[src/rtl/seq_frame_gen.sv]
// Serial frame transmitter for a 1-0+-1 detector: marker 1, gap zeros, closing 1, cool-down zeros.
// Ports: clk, rst (async active-low), start, gap_len, [cont], x, busy, done, frame_cnt.
// Optional back-to-back repeat via SEQ_FRAME_GEN_REPEAT_EN (adds input cont).
module seq_frame_gen #(
  parameter int GAP_W    = 4,
  parameter int COOL_CYC = 2,
  parameter int CNT_W    = 8
) (
  input  logic             clk,
  input  logic             rst,
  input  logic             start,
  input  logic [GAP_W-1:0] gap_len,
`ifdef SEQ_FRAME_GEN_REPEAT_EN
  input  logic             cont,
`endif
  output logic             x,
  output logic             busy,
  output logic             done,
  output logic [CNT_W-1:0] frame_cnt
);

  localparam int CW = (COOL_CYC < 2) ? 1 : $clog2(COOL_CYC + 1);
  localparam logic [CW-1:0] COOL_LD = CW'(COOL_CYC);

  typedef enum logic [2:0] {
    IDLE,
    HEAD,
    GAP,
    TAIL,
    COOL
  } state_t;

  state_t           state;
  logic [GAP_W-1:0] gap_q;
  logic [GAP_W-1:0] gcnt;
  logic [CW-1:0]    ccnt;
  logic             again;
  logic             last;

`ifdef SEQ_FRAME_GEN_REPEAT_EN
  assign again = cont;
`else
  assign again = 1'b0;
`endif

  // final cycle of a frame: edge that would return to IDLE
  assign last = ((state == TAIL) && (COOL_CYC == 0)) ||
                ((state == COOL) && (ccnt == CW'(1)));

  always_ff @(posedge clk or negedge rst) begin
    if (!rst) begin
      state     <= IDLE;
      gap_q     <= '0;
      gcnt      <= '0;
      ccnt      <= '0;
      x         <= 1'b0;
      busy      <= 1'b0;
      done      <= 1'b0;
      frame_cnt <= '0;
    end else begin
      unique case (state)
        IDLE: begin
          done <= 1'b0;
          if (start) begin
            // zero gap is promoted to one so the frame stays 1-0-1
            gap_q <= (gap_len == '0) ? GAP_W'(1) : gap_len;
            state <= HEAD;
            x     <= 1'b1;
            busy  <= 1'b1;
          end
        end
        HEAD: begin
          state <= GAP;
          x     <= 1'b0;
          gcnt  <= gap_q;
        end
        GAP: begin
          if (gcnt == GAP_W'(1)) begin
            state <= TAIL;
            x     <= 1'b1;
          end else begin
            gcnt <= gcnt - GAP_W'(1);
          end
        end
        TAIL: begin
          frame_cnt <= frame_cnt + CNT_W'(1);
          if (!last) begin
            state <= COOL;
            x     <= 1'b0;
            ccnt  <= COOL_LD;
          end
        end
        COOL: begin
          ccnt <= ccnt - CW'(1);
        end
        default: begin
          state <= IDLE;
          x     <= 1'b0;
          busy  <= 1'b0;
        end
      endcase
      // frame end overrides the per-state updates above
      if (last) begin
        if (again) begin
          state <= HEAD;
          x     <= 1'b1;
        end else begin
          state <= IDLE;
          x     <= 1'b0;
          busy  <= 1'b0;
          done  <= 1'b1;
        end
      end
    end
  end

endmodule

[config.mk]
export PLATFORM = sky130hd
export DESIGN_NAME = seq_frame_gen
export DESIGN_NICKNAME = d
export VERILOG_FILES = /design/src/rtl/seq_frame_gen.sv
export SDC_FILE = /design/constraint.sdc
export NUM_CORES = 1
export LEC_CHECK = 0
export CORE_UTILIZATION = 45
export DETAILED_ROUTE_END_ITERATION = 16
export PLACE_DENSITY_LB_ADDON = 0.25
export SLEW_MARGIN = 40
export SYNTH_ARGS = -nofsm -noshare
export SYNTH_HDL_FRONTEND = slang
export SYNTH_SLANG_ARGS = --single-unit
[constraint.sdc]
create_clock -name clk -period 1.9 [get_ports clk]
set_clock_uncertainty 0.1 [all_clocks]
set_input_delay 0.475 -clock clk [delete_from_list [all_inputs] [get_ports clk]]
set_output_delay 0.475 -clock clk [all_outputs]
set_load 0.1 [all_outputs]
# Word-level counts from Yosys, hierarchy flattened

Index checks and enable logic that the tools add are counted.

Bits in registers: 24
Output and inout port bits: 11
Input port bits: 7
Logic and storage cells: 52

$add $sub $neg: 3
Equality and inequality tests: 12
Multiplexer cells: 17
Reductions and logical operators: 12

Operators with widths:

| cell                                                   | number |
|---|---|
| case mux 3 bit (5 select lines)                        | 1 |
| two-way mux 3 bit                                      | 3 |
| adder 8 x 1 -> 8 bit (second input constant)           | 1 |
| two-way mux 4 bit                                      | 2 |
| case mux 4 bit (2 select lines)                        | 1 |
| AND reduction 2 bit                                    | 4 |
| equality test 3 x 2 -> 1 bit (second input constant)   | 2 |
| two-way mux 1 bit                                      | 6 |
| inequality test 2 bit (second input constant)          | 3 |
| inequality test 3 bit (second input constant)          | 2 |
| nonzero test 2 bit                                     | 3 |
| equality test 4 x 1 -> 1 bit (second input constant)   | 1 |
| zero test 4 bit                                        | 1 |
| case mux 2 bit (2 select lines)                        | 1 |
| OR reduction 4 bit                                     | 1 |
| subtractor 4 x 1 -> 4 bit (second input constant)      | 1 |
| equality test 3 x 1 -> 1 bit (second input constant)   | 1 |
| equality test 3 bit (second input constant)            | 1 |
| zero test 3 bit                                        | 1 |
| case mux 1 bit (3 select lines)                        | 1 |
| AND reduction 3 bit                                    | 1 |
| equality test 2 x 1 -> 1 bit (second input constant)   | 1 |
| two-way mux 2 bit                                      | 1 |
| inequality test 2 x 1 -> 1 bit (second input constant) | 1 |
| other kinds (3)                                        | 3 |

# Longest topological paths before layout

Depth in word-level cells: 4
Gate-level depth with buffers: 6
Gate-level depth less buffers: 6

# Least setup slack after synthesis

No wires, ideal clock.

Path kind: register -> register
From: register frame_cnt[0]
To: register frame_cnt[6]
Cell stages (with the launch flop): 5
Arrival: 1.585 ns
Library setup time: 0.162 ns
Slack: 0.053 ns
Cell sequence: dfrtp_1 ha_1 nand3_1 nor3_1 xor2_1

Cells in the longest elaborated chain, start to end: 1

Ends and longest elaborated chain:

| item                   | RTL line | RTL |
|---|---|---|
| start, declared        | 19       | `output logic [CNT_W-1:0] frame_cnt` |
| start signal, assigned | 86       | `frame_cnt <= frame_cnt + CNT_W'(1);` |
| adder 8 x 1 -> 8 bit   | 86       |  |

No other way between the ends.
A chain may end at the register's enable or synchronous reset.

# Worst setup path after layout

From: register gcnt[1]
To: register x

Cells in the longest elaborated chain, start to end: 3

Ends and longest elaborated chain:

| item                                   | RTL line | RTL |
|---|---|---|
| start, declared                        | 35       | `logic [GAP_W-1:0] gcnt;` |
| start signal, assigned                 | 75       | `gcnt <= gap_q;` |
| start signal, assigned                 | 82       | `gcnt <= gcnt - GAP_W'(1);` |
| equality test 4 x 1 -> 1 bit           | 78       | `if (gcnt == GAP_W'(1)) begin` |
| inequality test 3 bit (no source line) | --       |  |
| AND reduction 3 bit (no source line)   | --       |  |
| end signal, assigned                   | 74       | `x <= 1'b0;` |
| end signal, assigned                   | 80       | `x <= 1'b1;` |
| end signal, assigned                   | 89       | `x <= 1'b0;` |
| end, declared                          | 16       | `output logic x,` |

No other way between the ends.

==> results.py <==
metrics = {
    "synthesis": {
        "synthXorXnorAreaFrac": 0.0579,
        "synthCells": 124,
        "syn_avg_cell_area_um2": 9.77,
        "synth-edff-count": 0,
        "synth_top_area_frac": 0.496,
        "synth.net_count": 135,
        "yosysTopAreaCell": "dfrtp_1",
        "synth-simple-area-share": 0.186,
        "synth_common_cells": "dfrtp_1, nand2_1, nor2_1",
        "yosys.cell_count.top_type": "dfrtp_1",
        "synth_area_leaders": "dfrtp_1, xnor2_1, a21oi_1, ha_1, o21ai_0",
        "synthFlopType": "dfrtp_1",
        "synthArstFlopShare": 1.00,
        "ys_warn_count": 0,
        "yosys-mux-area-fraction": 0.0630,
        "synth_fa_ha_area_frac": 0.0413,
        "synth_cell_types": 33,
        "synth_top_family_by_area": "simple AND/OR/NAND/NOR gates",
        "ys_ff_latch": 24,
        "yosysSeqAreaShare": 0.496,
        "mappedNetlistArea_um2": 1210,
        "synth_compound_area_frac": 0.124,
    },
    "setup_path": {
        "r2r_cells": 6,
        "path_class": "reg2reg",
        "arrival_ps": 1910,
        "r2r-end": "x$_DFFE_PN0P_",
        "regToRegStartpoint": "gcnt[1]$_DFFE_PN0P_",
        "cpPeakStageDelay_ps": 480,
        "cp_max_fo": 5,
        "reg2reg_slack_ps": 130,
        "critPathCaptureType": "flop",
        "worstPathRequired_ps": 2050,
        "crit_family": "simple AND/OR/NAND/NOR gates",
        "cp_num_buf_inv": 1,
        "cp_num_cells": 6,
        "cp-start-kind": "flop",
        "crit_path_cell_trace": "inv_1, ha_1, or3b_2, a22oi_1, nor2_1, nor3_1",
        "cpMaxStageDelayCell": "or3b_2",
    },
    "floorplanning": {
        "die_w_um": 53.9,
        "rows": 18,
        "dieArea_um2": 2900,
        "core_area_um2": 2500,
        "die_h_um": 53.9,
        "ioPinCount": 18,
        "start_util": 0.484,
    },
    "pwr": {
        "leakage_uw": 0.000723,
        "peakVddDrop_mv": 1.66,
        "powerDensity_nw_per_um2": 1780,
    },
    "sta": {
        "fmax_ghz": 0.567,
        "worst_pin_slew_ps": 387,
        "period_needed_ps": 1770,
        "relSlewSlack": 0.740,
        "setup_violations": 0,
        "period_share": 0.929,
        "grt_setup_unrepaired": "no",
        "hold_ws_ps": 388,
        "drv_slew": 0,
        "final_hold_viol_count": 0,
    },
    "drt": {
        "wl_met2_um": 1120,
        "wl_met3_um": 58,
        "drcViolationCount": 0,
        "first_iter_violations": 24,
        "top_layer": "met4",
        "num_vias": 958,
        "drt-total-wl_um": 2420,
        "ant_nets": 0,
        "wl_per_cell_um": 13.6,
        "drtPass1Iterations": 5,
        "avgViaCountPerCell": 5.38,
        "met1_length_um": 1190,
    },
    "global_route": {
        "grt_pass1_vias": 925,
        "gr-total-overflow": 0,
        "grt_use_total": 0.196,
        "grt_pass1_wl_um": 4060,
        "grt_max_degree": 25,
        "grt_antenna_before_repair": 0,
    },
    "cts": {
        "clk_path_buf_depth": 2,
        "ctsResizeCount": 0,
        "cts_buffers": 3,
        "postCtsSetupBuffers": 0,
        "root_buffer": "clkbuf_4",
        "cts.sinks": 24,
        "clkSlewWorstSetupHoldPaths_ps": 130,
        "cts_tree": "built",
        "htree_levels": 1,
        "cts_hold_buf": 0,
        "clock_latency_ps": 320,
    },
    "placed_design": {
        "place_inst": 174,
        "port_buffers": 17,
        "dp_hpwl_um": 1850,
        "place_congestion": 0.817,
    },
    "finish": {
        "drive_above_1_share": 0.196,
        "nFillCells": 201,
        "instances_no_fill": 178,
        "n_antenna_cell": 0,
        "area_delta_synth_final_pct": 32.2,
        "nets": 160,
    },
    "min_path": {
        "hp-class": "in2async",
    },
    "flow_run": {
        "maxCapViolations": 0,
    },
    "status": {
        "status": "completed",
    },
}
state kept, by name (all words and copies together), names as in the netlist:
signal	cells
ccnt	2
state	3
done	1
gap_q	4
busy	1
frame_cnt	8
x	1
gcnt	4
worst max path at each step:
stage / from / to / slack [ps]
5_1_grt: gcnt[1]$_DFFE_PN0P_ / x$_DFFE_PN0P_ / 30
2_1_floorplan: frame_cnt[0]$_DFFE_PN0N_ / frame_cnt[6]$_DFFE_PN0N_ / 50
3_5_place_dp: start / gap_q[2]$_DFFE_PN0P_ / -40
6_report: gcnt[1]$_DFFE_PN0P_ / x$_DFFE_PN0P_ / 130
4_1_cts: gcnt[1]$_DFFE_PN0P_ / x$_DFFE_PN0P_ / 120
3_3_place_gp: start / gap_q[3]$_DFFE_PN0P_ / 10
power breakdown:
group | internal, µW | total (µW) | switching (µW)
Combinational | 673 | 1650 | 981
Sequential | 707 | 923 | 217
Clock | 117 | 273 | 156
per-layer routing:
layer / vias up / track usage
met4: 0 / 0.0702
met3: 4 / 0.0339
li1: 476 / -
met2: 18 / 0.323
met5: - / 0
met1: 460 / 0.257
cell type report:
cell class                      count  area, µm²  share of cell area
Timing Repair Buffer               24        333               0.208
Multi-Input combinational cell     90        572               0.357
Clock buffer                        4       36.3              0.0227
Inverter                            6       22.5              0.0141
Sequential cell                    24        601               0.375
Tap cell                           30       37.5              0.0234
cells in the final DEF, fill, tap and decap left out, drive strengths merged:
cell           count
nor4               1
nand3b             1
a21o               2
xor2               2
mux2i              2
o21ai              9
a21oi             10
clkbuf             4
nor2              11
dfrtp             24
a21boi             1
nor2b              1
nand4              1
clkdlybuf4s50      6
nand2b             2
xnor2              6
nor3b              1
nand2             12
a22oi              1
buf               18
ha                 4
and3               1
mux2               5
nor3               7
o311a              1
a22o               1
or3b               3
inv                6
nand3              4
a31oi              1
per-stage QoR:
stage,setup slack (ps),instance area [µm²],utilization,power (µW),setup TNS [ps]
5_1_grt,26.2,1600,0.641,3050,0
3_3_place_gp,13.2,1570,0.626,2530,0
3_5_place_dp,-42.1,1570,0.626,2590,-120
6_report,135,1600,0.641,2850,0
4_1_cts,118,1600,0.641,2860,0
2_1_floorplan,52.9,1210,-,2030,0
cell families after synthesis:
family	Yosys count
AND/OR/NAND/NOR	45
AO/OA/AOI/OAI	26
flip-flops	24
buffers and inverters	10
XOR/XNOR	8
multiplexers	7
adder cells (fa/ha/maj)	4
(Power assumes the default switching activity.)
